[src/rtl/hexdisplay_pkg.sv]
// Shared definitions for the seven-segment display controller: register map,
// CTRL bit positions and the hex/BCD counter step function.
package hexdisplay_pkg;

   localparam logic [1:0] ADDR_VALUE  = 2'd0;
   localparam logic [1:0] ADDR_CTRL   = 2'd1;
   localparam logic [1:0] ADDR_PERIOD = 2'd2;
   localparam logic [1:0] ADDR_BLANK  = 2'd3;

   localparam int CTRL_RUN  = 0;
   localparam int CTRL_DOWN = 1;
   localparam int CTRL_BCD  = 2;
   localparam int CTRL_WRAP = 8;

   localparam int MAX_DIGITS = 8;

   // Steps the low ndigits nibbles of value by one; bit 32 is the carry/borrow
   // out of the top digit. Nibbles above ndigits come back as zero.
   function automatic logic [32:0] step_value(input logic [31:0] value,
                                              input logic        down,
                                              input logic        bcd,
                                              input int          ndigits);
      logic [31:0] next;
      logic        carry;
      logic [3:0]  nib;
      next  = '0;
      carry = 1'b1;
      for (int i = 0; i < MAX_DIGITS; i++) begin
         if (i < ndigits) begin
            nib = value[4*i +: 4];
            if (carry) begin
               if (!down) begin
                  if (bcd) begin
                     if (nib >= 4'd9) nib = 4'd0;
                     else begin
                        nib   = nib + 4'd1;
                        carry = 1'b0;
                     end
                  end else begin
                     carry = (nib == 4'hF);
                     nib   = nib + 4'd1;
                  end
               end else begin
                  if (bcd) begin
                     if (nib == 4'd0) nib = 4'd9;
                     else begin
                        nib   = nib - 4'd1;
                        carry = 1'b0;
                     end
                  end else begin
                     carry = (nib == 4'h0);
                     nib   = nib - 4'd1;
                  end
               end
            end
            next[4*i +: 4] = nib;
         end
      end
      return {carry, next};
   endfunction

endpackage

[src/rtl/seg7decoder.sv]
// Hex nibble to active-low seven-segment pattern (bit 0 = segment a).
module seg7decoder (
   input  logic [3:0] hex,
   output logic [6:0] seg
);

   always_comb begin
      unique case (hex)
         4'h0: seg = 7'h40;
         4'h1: seg = 7'h79;
         4'h2: seg = 7'h24;
         4'h3: seg = 7'h30;
         4'h4: seg = 7'h19;
         4'h5: seg = 7'h12;
         4'h6: seg = 7'h02;
         4'h7: seg = 7'h78;
         4'h8: seg = 7'h00;
         4'h9: seg = 7'h10;
         4'hA: seg = 7'h08;
         4'hB: seg = 7'h03;
         4'hC: seg = 7'h46;
         4'hD: seg = 7'h21;
         4'hE: seg = 7'h06;
         4'hF: seg = 7'h0E;
      endcase
   end

endmodule

[src/rtl/hexdisplay_ctrl.sv]
// Memory-mapped NDIGITS seven-segment controller with a prescaled up/down
// hex/BCD counter, per-digit blanking and registered readback.
module hexdisplay_ctrl
   import hexdisplay_pkg::*;
#(
   parameter int                    NDIGITS    = 6,
   parameter int                    PERIOD_W   = 24,
   parameter logic [PERIOD_W-1:0]   PERIOD_RST = 24'hFFFFFF
) (
   input  logic                   clk,
   input  logic                   reset,
   input  logic [1:0]             address,
   input  logic                   write,
   input  logic [31:0]            writedata,
   input  logic                   read,
   output logic [31:0]            readdata,
   output logic [7*NDIGITS-1:0]   HEX
);

   localparam int VW = 4 * NDIGITS;

   logic [VW-1:0]       value_q,    value_d;
   logic                run_q,      run_d;
   logic                down_q,     down_d;
   logic                bcd_q,      bcd_d;
   logic                wrap_q,     wrap_d;
   logic [PERIOD_W-1:0] period_q,   period_d;
   logic [NDIGITS-1:0]  blank_q,    blank_d;
   logic [PERIOD_W-1:0] presc_q,    presc_d;
   logic [31:0]         readdata_q, readdata_d;

   logic                tick;
   logic                value_wr;
   logic [32:0]         step_r;
   logic                unused_bits;

   assign tick        = run_q && (presc_q == period_q);
   assign value_wr    = write && (address == ADDR_VALUE);
   assign step_r      = step_value(32'(value_q), down_q, bcd_q, NDIGITS);
   assign unused_bits = ^{writedata, step_r};

   // NOTE: every always_comb output gets a default first so no path can infer a latch.
   always_comb begin
      value_d  = value_q;
      run_d    = run_q;
      down_d   = down_q;
      bcd_d    = bcd_q;
      wrap_d   = wrap_q;
      period_d = period_q;
      blank_d  = blank_q;

      if (tick || !run_q) presc_d = '0;
      else                presc_d = presc_q + PERIOD_W'(1);

      if (write) begin
         unique case (address)
            ADDR_VALUE: value_d = writedata[VW-1:0];
            ADDR_CTRL: begin
               run_d  = writedata[CTRL_RUN];
               down_d = writedata[CTRL_DOWN];
               bcd_d  = writedata[CTRL_BCD];
               if (writedata[CTRL_WRAP]) wrap_d  = 1'b0;
               if (!writedata[CTRL_RUN]) presc_d = '0;
            end
            ADDR_PERIOD: begin
               period_d = writedata[PERIOD_W-1:0];
               presc_d  = '0;
            end
            ADDR_BLANK: blank_d = writedata[NDIGITS-1:0];
         endcase
      end

      // A same-cycle VALUE write swallows the tick; a wrap overrides the W1C above.
      if (tick && !value_wr) begin
         value_d = step_r[VW-1:0];
         if (step_r[32]) wrap_d = 1'b1;
      end
   end

   always_comb begin
      readdata_d = readdata_q;
      if (read) begin
         readdata_d = '0;
         unique case (address)
            ADDR_VALUE:  readdata_d = 32'(value_q);
            ADDR_CTRL: begin
               readdata_d[CTRL_RUN]  = run_q;
               readdata_d[CTRL_DOWN] = down_q;
               readdata_d[CTRL_BCD]  = bcd_q;
               readdata_d[CTRL_WRAP] = wrap_q;
            end
            ADDR_PERIOD: readdata_d = 32'(period_q);
            ADDR_BLANK:  readdata_d = 32'(blank_q);
         endcase
      end
   end

   // NOTE: state flops use non-blocking assignments so every register samples pre-edge values.
   always_ff @(posedge clk or posedge reset) begin
      if (reset) begin
         value_q    <= '0;
         run_q      <= 1'b0;
         down_q     <= 1'b0;
         bcd_q      <= 1'b0;
         wrap_q     <= 1'b0;
         period_q   <= PERIOD_RST;
         blank_q    <= '0;
         presc_q    <= '0;
         readdata_q <= '0;
      end else begin
         value_q    <= value_d;
         run_q      <= run_d;
         down_q     <= down_d;
         bcd_q      <= bcd_d;
         wrap_q     <= wrap_d;
         period_q   <= period_d;
         blank_q    <= blank_d;
         presc_q    <= presc_d;
         readdata_q <= readdata_d;
      end
   end

   assign readdata = readdata_q;

   for (genvar i = 0; i < NDIGITS; i++) begin : g_digit
      logic [6:0] seg;
      seg7decoder u_dec (
         .hex (value_q[4*i +: 4]),
         .seg (seg)
      );
      assign HEX[7*i +: 7] = blank_q[i] ? 7'h7F : seg;
   end

endmodule

[config.mk]
export PLATFORM = sky130hd
export DESIGN_NAME = hexdisplay_ctrl
export DESIGN_NICKNAME = d
export VERILOG_FILES = /design/src/rtl/hexdisplay_pkg.sv /design/src/rtl/seg7decoder.sv /design/src/rtl/hexdisplay_ctrl.sv
export SDC_FILE = /design/constraint.sdc
export NUM_CORES = 1
export LEC_CHECK = 0
export CORE_MARGIN = 5
export CORE_UTILIZATION = 40
export CTS_CLUSTER_DIAMETER = 100
export DETAILED_ROUTE_END_ITERATION = 10
export PLACE_DENSITY = 0.61
export SLEW_MARGIN = 10
export SYNTH_ARGS = -nofsm -noshare
export SYNTH_HDL_FRONTEND = slang
export SYNTH_HIERARCHICAL = 1
export SYNTH_SLANG_ARGS = --single-unit
[constraint.sdc]
create_clock -name clk -period 5.1 [get_ports clk]
set_clock_uncertainty 0.2 [all_clocks]
set_input_delay 1.02 -clock clk [delete_from_list [all_inputs] [get_ports clk]]
set_output_delay 1.02 -clock clk [all_outputs]
set_load 0.005 [all_outputs]
Word-level counts from Yosys, hierarchy flattened. Memories as Yosys holds them, arrays and structs flattened. Cells that the tools add are included.

Flip-flop bits (word level): 114. Bits in latches: 0. RAM bits: 0. ROM bits: 672. Input bits: 38. Output and inout bits: 74. Logic and storage cells: 170. Memories: 6.

$add $sub $neg: 13. Multipliers: 0. Divide/modulo/power cells: 0. $lt $le $gt $ge: 6. Equal/unequal tests: 15. Shift operators: 0. Multiplexer cells: 92. Bitwise gates (word level): 0. Reduce and logical (&&, ||, !) cells: 24.

Memories: (name not given) (depth 16, bits a word 7, rd ports 1, clocked after Yosys merged registers in 0, wr ports 0, RTL line seg7decoder.sv:8) `unique case (hex)`; (name not given) (depth 16, bits a word 7, rd ports 1, clocked after Yosys merged registers in 0, wr ports 0, RTL line seg7decoder.sv:8); (name not given) (depth 16, bits a word 7, rd ports 1, clocked after Yosys merged registers in 0, wr ports 0, RTL line seg7decoder.sv:8); (name not given) (depth 16, bits a word 7, rd ports 1, clocked after Yosys merged registers in 0, wr ports 0, RTL line seg7decoder.sv:8); (name not given) (depth 16, bits a word 7, rd ports 1, clocked after Yosys merged registers in 0, wr ports 0, RTL line seg7decoder.sv:8); (name not given) (depth 16, bits a word 7, rd ports 1, clocked after Yosys merged registers in 0, wr ports 0, RTL line seg7decoder.sv:8).

Operators by type and width (count): two-way mux 24 bit (6); two-way mux 4 bit (35); case mux 24 bit (2 select lines) (1); two-way mux 7 bit (6); two-way mux 1 bit (40); case mux 15 bit (2 select lines) (1); adder 24 x 1 -> 24 bit (second input constant) (1); adder 4 x 1 -> 4 bit (second input constant) (6); equality test 24 bit (1); equality test 4 bit (second input constant) (6); greater-or-equal comparator 4 bit (second input constant) (6); logical NOT 4 bit (6); subtractor 4 x 1 -> 4 bit (second input constant) (6); case mux 5 bit (3 select lines) (1); AND reduction 3 bit (5); case mux 3 bit (4 select lines) (1); inequality test 2 bit (second input constant) (5); AND reduction 2 bit (4); equality test 2 bit (second input constant) (2); case mux 1 bit (4 select lines) (1); nonzero test 2 bit (2); logical AND 1 bit (3); equality test 2 x 1 -> 1 bit (second input constant) (1); logical NOT 1 bit (2); other kinds (2) (2).

Logic depth before layout (Yosys ltp). Gate-level depths: netlist of run 1.

Depth after elaboration: 11. Depth in mapped cells: 9. Mapped depth without buffers: 8.

Modules after synthesis. Netlist of run 1, hierarchy kept.

Modules (own cells, without submodules): hexdisplay_ctrl (instances 1, cells each 721, area each 6872.8 µm², seq. area each 2682.6 µm²); seg7decoder (instances 6, cells each 32, area each 275.3 µm², seq. area each 0.0 µm²).

Worst setup path after synthesis of run 1. Ideal clock, no wire load.

Path kind: register -> output. From: reg value_q[0]. To: out HEX[3]. Arrival: 1.764 ns. Required time: 3.880 ns. Setup slack: 2.116 ns. Stages on the path, launching flop included: 6. Buffers on the path: 0. Path through: dfrtp_1 -> inv_1 -> ha_1 -> inv_1 -> mux4_1 -> or2_2.

Word-level cells in the longest chain between the ends: 2.

RTL lines: start: declaration (RTL line hexdisplay_ctrl.sv:22) `logic [VW-1:0] value_q, value_d;`; start signal: assignment (RTL line hexdisplay_ctrl.sv:111) `value_q <= value_d;`; memory read (16 x 7 bit); net g_digit[0].seg[3] (RTL line hexdisplay_ctrl.sv:126) `logic [6:0] seg;`; two-way mux 7 bit (RTL line hexdisplay_ctrl.sv:131) `assign HEX[7*i +: 7] = blank_q[i] ? 7'h7F : seg;`; end: declaration (RTL line hexdisplay_ctrl.sv:17) `output logic [7*NDIGITS-1:0] HEX`.

The timed path passes the listed nets, and every way through them passes these cells.

Worst setup path in the final report of run 1.
From: reg value_q[16]. To: out HEX[31].

Word-level cells in the longest chain between the ends: 2.

RTL lines (RTL line): memory read (16 x 7 bit); net g_digit[4].seg[3] (hexdisplay_ctrl.sv:126); two-way mux 7 bit (hexdisplay_ctrl.sv:131).

The timed path passes the listed nets, and every way through them passes these cells.

==> reports/results.txt, run 1 <==
post-synthesis cell count - 913
Via density - 5.49
number of synthesized register bits - 106
Top Ports - 112
CP dominant cell by count - inv_1
area share of the largest cell type after synthesis - 0.241
CTS tree - built
CP required - 3.88 ns
crit path cell chain - inv_1 -> ha_1 -> inv_1 -> mux4_1 -> or2_2 -> clkdlybuf4s50_1
period utilisation layout - 0.800
Synth cell types - 75
CP Data Arrival Time - 2.86 ns
sequential area share after synthesis - 0.315
DIE WIDTH - 156 um
crit start category - flop
row cnt - 53
number of setup buffers added after CTS - 0
number of global-route vias before repair - 6482
DR vias - 6864
cell family with most CP delay - flip-flops
DP HPWL - 16.0 mm
CP max-delay cell - dfrtp_1
Pwr Density - 327 nW/um2
CTS max path bufs - 2
clock sinks - 106
Placer Congestion - 0.839
grt met2 use - 0.280
Max-slew headroom - 0.269
hold crit path type - reg -> reg
Top Usage Layer GRT - met2
fin. max-slew vios - 0
share of cells above drive strength 1 - 0.167
Gates resized, CTS repair - 0
Post-Route WL - 21.9 mm
Tmin final - 4.08 ns
port buffer count - 95
ANT cells - 0
top-count cell post-synth - nor2_1
Clock Latency Late Sink - 0.35 ns
RSZ-0062 raised after global routing - false
peak supply drop - 0.000163 V
CTS root buf - clkbuf_16
Synth async-reset ratio - 1.00
initial DRC count - 492
classification of the worst setup path - reg -> out
initial core utilization - 0.406
syn avg cell area - 9.34 um2
Tightest Pin Transition - 1.10 ns
largest cells by area after synthesis - dfrtp_1 24%, ha_1 9.7%, dfstp_2 7.4%
drt first pass iters - 5
Avg WL per Cell - 17.5 um
Total GRT Usage - 0.180
Worst-path clk slew - 0.08 ns
max incr delay on CP - 0.70 ns
GR met1 Demand/Resource - 0.268
outcome - finished, final reports clean
global route overflow - 0
R2R setup slack - 1.77 ns
Area Overhead vs Synth - 15.9%
nets - 1075
largest net degree at the start of global routing - 58
cts bufs inserted - 9
cell area after placement - 9560 um2
Ys Warns - 6
Cell Area, Synth - 8520 um2
critical path fanouts, max - 16
top cells by count, synth - 94 x nor2_1, 82 x dfrtp_1, 66 x ha_1
FILL cells - 2039
DRC viols - 0
total die area - 24300 um2
antenna-violating nets left - 0
hold-fix buffers at CTS - 0
Pleak - 4.22 nW
Worst Setup End Kind - output pin
Die Height - 156 um
Final Cell Area - 9880 um2
CORE AREA - 21000 um2
final setup fails - 0
Worst Path Buf+Inv - 3
grt met3 use - 0.0291
Final Hold Fails - 0
first-pass GRT wire length - 35.7 mm
Post-synth EDFFs - 0
fmax - 245 MHz
cell taking the most area after synthesis - dfrtp_1
H-Tree Depth - 3
max_cap viols - 0
top_reg_cell synth - dfrtp_1
initial antenna violation count - 0
setup TNS - 0 ns
-- stage by stage --
stage | power, mW | instances | setup WS, ns | hold WS, ns | util
finish | 3.24 | 1251 | 1.02 | 0.317 | 0.470
global placement | 2.47 | 1235 | 1.33 | 0.289 | 0.455
global route | 3.46 | 1251 | 0.861 | 0.342 | 0.470
detailed placement | 2.49 | 1235 | 1.27 | 0.300 | 0.455
floorplan | 2.01 | 920 | 1.13 | 0.274 | -
CTS | 3.26 | 1251 | 1.03 | 0.322 | 0.470
-- power by group --
part           switching (mW)  total, mW  internal, mW  leakage [nW]
logic                   0.527       1.22         0.693          2.78
clock network           0.333      0.770         0.437         0.155
registers               0.270       1.25         0.976          1.29
total                    1.13       3.24          2.11          4.22
-- state kept, by name (all words and copies together), names as in the netlist, 6 cells and up --
name,flops
value_q,24
period_q,24
readdata,24
blank_q,6
presc_q,24
-- cell type report --
cell class,count,area (um2),share of cell area
tap,275,344,0.0348
clock buffer,11,233,0.0235
sequential,106,2680,0.271
timing repair buffer,104,1030,0.104
clock inverter,5,86.3,0.00874
inverter,49,186,0.0189
multi-input combinational,701,5320,0.538
-- worst register-to-register path: stages (launching register included) --
cell and delay, ns:
dfrtp_1 0.67, inv_1 0.09, ha_1 0.27, or3b_2 0.23, a31oi_1 0.17, a221o_2 0.56
nor4_4 0.55, o311ai_0 0.29, a31oi_1 0.21
-- logic make-up (layout without fill, tap and decap cells) --
group | Yosys count | count (layout) | share of synthesized area
buf+inv | 113 | 169 | 0.0647
fa+ha+maj | 66 | 66 | 0.0969
other cells | 1 | 8 | 0.000440
simple gates | 291 | 291 | 0.191
mux | 93 | 93 | 0.127
xor+xnor | 51 | 51 | 0.0524
flops | 106 | 106 | 0.315
compound gates | 192 | 192 | 0.152
-- layout by cell type (no fill, tap or decap), drive strengths merged, types with 9 or more instances in the layout --
cell type / n
a21oi: 41
a22o: 18
a22oi: 18
a31oi: 10
buf: 9
clkbuf: 11
clkdlybuf4s50: 95
dfrtp: 82
dfstp: 24
ha: 66
inv: 51
mux2: 45
mux2i: 42
nand2: 49
nand3: 19
nand4: 10
nor2: 94
nor3: 11
nor4: 10
o21ai: 39
o22ai: 12
or2: 43
or3b: 11
xnor2: 17
xor2: 34
-- worst paths after layout --
| kind | from | cells after the start | endpoint |
|---|---|---|---|
| hold reg to reg | readdata[8] | 1 | readdata[8] |
| setup / recovery | value_q[16] | 6 | HEX[31] |
| max in group asynchronous | reset | 3 | period_q[6] |
| setup reg to reg | value_q[0] | 8 | value_q[22] |
| min in group asynchronous | reset | 2 | readdata[14] |
| hold / removal | readdata[8] | 1 | readdata[8] |
-- routing by layer --
layer	share of wire	wire [um]
met1	0.49	10700
met2	0.45	9830
met3	0.055	1210
met4	0.0086	188
met5	0	0
No activity file was read; power rests on OpenSTA's default activity.
==> run 2: changes to the inputs <==
- clock period: 5.1 -> 3.9 ns (I/O delays scaled with it)
==> reports/results.txt, run 2 (synthesis gave the netlist of run 1 again) <==
outcome - finished, final reports clean
Placer Congestion - 0.871 (+3.9%)
total chip power - 4.23 mW (+31%)
Pleak - 4.30 nW (+1.8%)
DIE WIDTH - 156 um (unchanged)
CP required - 2.92 ns (-0.96 ns)
hold crit path type - reg -> reg
critical path fanouts, max - 15 (-1)
largest net degree at the start of global routing - 49 (-16%)
Avg WL per Cell - 17.9 um (+2.2%)
number of global-route vias before repair - 6465 (-0.26%)
Flop pwr share - 0.373 (-0.012)
cts bufs inserted - 9 (unchanged)
share of cells above drive strength 1 - 0.182 (+0.0153)
worst hold slack - 0.318 ns (+0.000486 ns)
Worst Setup End Kind - output pin
Max-slew headroom - 0.453 (+0.184)
Total GRT Usage - 0.183 (+0.00234)
Worst-path clk slew - 0.08 ns (about the same)
DR vias - 6953 (+1.3%)
DRC viols - 0 (unchanged)
hold-fix buffers at CTS - 0 (unchanged)
row cnt - 53 (unchanged)
final worst setup slack - 0.178 ns (-0.844 ns)
Tightest Pin Transition - 0.820 ns (-0.276 ns)
first-pass GRT wire length - 35.7 mm (about the same)
Via density - 5.48 (about the same)
ANT cells - 0 (unchanged)
fmax - 269 MHz
antenna-violating nets left - 0 (unchanged)
port buffer count - 95 (unchanged)
nets - 1092 (+1.6%)
RSZ-0062 raised after global routing - false
CORE AREA - 21000 um2 (unchanged)
switch share - 0.365 (+0.0156)
period utilisation layout - 0.954
Worst Path Buf+Inv - 3 (unchanged)
most frequent cells in the layout - 95 x clkdlybuf4s50_1, 94 x nor2_1, 82 x dfrtp_1
Area Overhead vs Synth - 17.3%
Final Hold Fails - 0 (unchanged)
crit start category - flop
initial core utilization - 0.406 (unchanged)
initial DRC count - 515 (+4.7%)
cell area after placement - 9700 um2 (+1.4%)
total die area - 24300 um2 (unchanged)
Setup WS pre-CTS - 0.575 ns (-0.698 ns)
Die Height - 156 um (unchanged)
Gate power share - 0.403 (+0.026)
CP dominant cell by count - inv_1
classification of the worst setup path - reg -> out
drt first pass iters - 5 (unchanged)
initial antenna violation count - 0 (unchanged)
Final Cell Area - 10000 um2 (+1.1%)
max_cap viols - 0 (unchanged)
clock power share - 0.225 (-0.013)
commonest non-fill, non-tap cell in the layout - clkdlybuf4s50_1
CP Data Arrival Time - 2.74 ns (-0.12 ns)
CP max-delay cell - dfrtp_1
CTS root buf - clkbuf_16
Int Power - 2.69 mW (+28%)
CTS max path bufs - 2 (unchanged)
peak supply drop - 0.000239 V (+47%)
H-Tree Depth - 3 (unchanged)
Pwr Density - 423 nW/um2 (+29%)
Top Ports - 112 (unchanged)
final setup fails - 0 (unchanged)
DP HPWL - 16.8 mm (+5.4%)
setup TNS - 0 ns (unchanged)
fin. max-slew vios - 0 (unchanged)
Post-Route WL - 22.7 mm (+3.6%)
Gates resized, CTS repair - 0 (unchanged)
Clock Latency Late Sink - 0.37 ns (+0.02 ns)
max incr delay on CP - 0.64 ns (-0.06 ns)
DR top layer - met4
number of setup buffers added after CTS - 0 (unchanged)
metal2 WL - 10.3 mm (+4.3%)
crit path cell chain - inv_1 -> ha_1 -> inv_1 -> mux4_1 -> or2_2 -> clkdlybuf4s50_1
NetSw - 1.54 mW (+36%)
cell family with most CP delay - buffers and inverters
Tmin final - 3.72 ns
global route overflow - 0 (unchanged)
clock sinks - 106 (unchanged)
CTS tree - built
WL met3 - 1.37 mm (+14%)
M1 WL - 10.7 mm (+0.76%)
## run 2: metal layers
layer  vias up  global-route usage
met5         -                   0
met3        23              0.0264
li1       3383                   -
met4         0              0.0475
met1      3344               0.271
met2       203               0.279
## run 2: cell type report
type	instances	area, um2
inverter	49	186
sequential	106	2680
fill	1977	11000
tap	275	344
timing repair buffer	121	1170
multi-input combinational	701	5320
clock buffer	10	239
clock inverter	6	56.3
## run 2: per-stage QoR
step	cells	util
3_5_place_dp	1252	0.461
3_3_place_gp	1252	0.461
4_1_cts	1268	0.476
5_1_grt	1268	0.476
6_report	1268	0.476
2_1_floorplan	920	-
## run 2: worst paths after layout
check | slack, ns | cells past startpoint | endpoint | startpoint
worst min-delay path | 0.32 | 1 | readdata[1] | readdata[1]
max in group asynchronous | 2.15 | 3 | period_q[20] | reset
worst max register to register | 0.63 | 8 | value_q[22] | value_q[1]
worst min register to register | 0.32 | 1 | readdata[1] | readdata[1]
min in group asynchronous | 0.57 | 2 | readdata[18] | reset
worst max-delay path | 0.18 | 6 | HEX[17] | value_q[8]
## run 2: power by group through the flow
stage / clock [mW] / sequential, mW / combinational [mW]
after detailed placement: 0 / 1.59 / 1.70
after global placement: 0 / 1.59 / 1.69
final: 0.949 / 1.58 / 1.70
after floorplan: 0 / 1.45 / 1.18
after global routing: 0.998 / 1.61 / 1.89
after CTS: 0.956 / 1.57 / 1.71
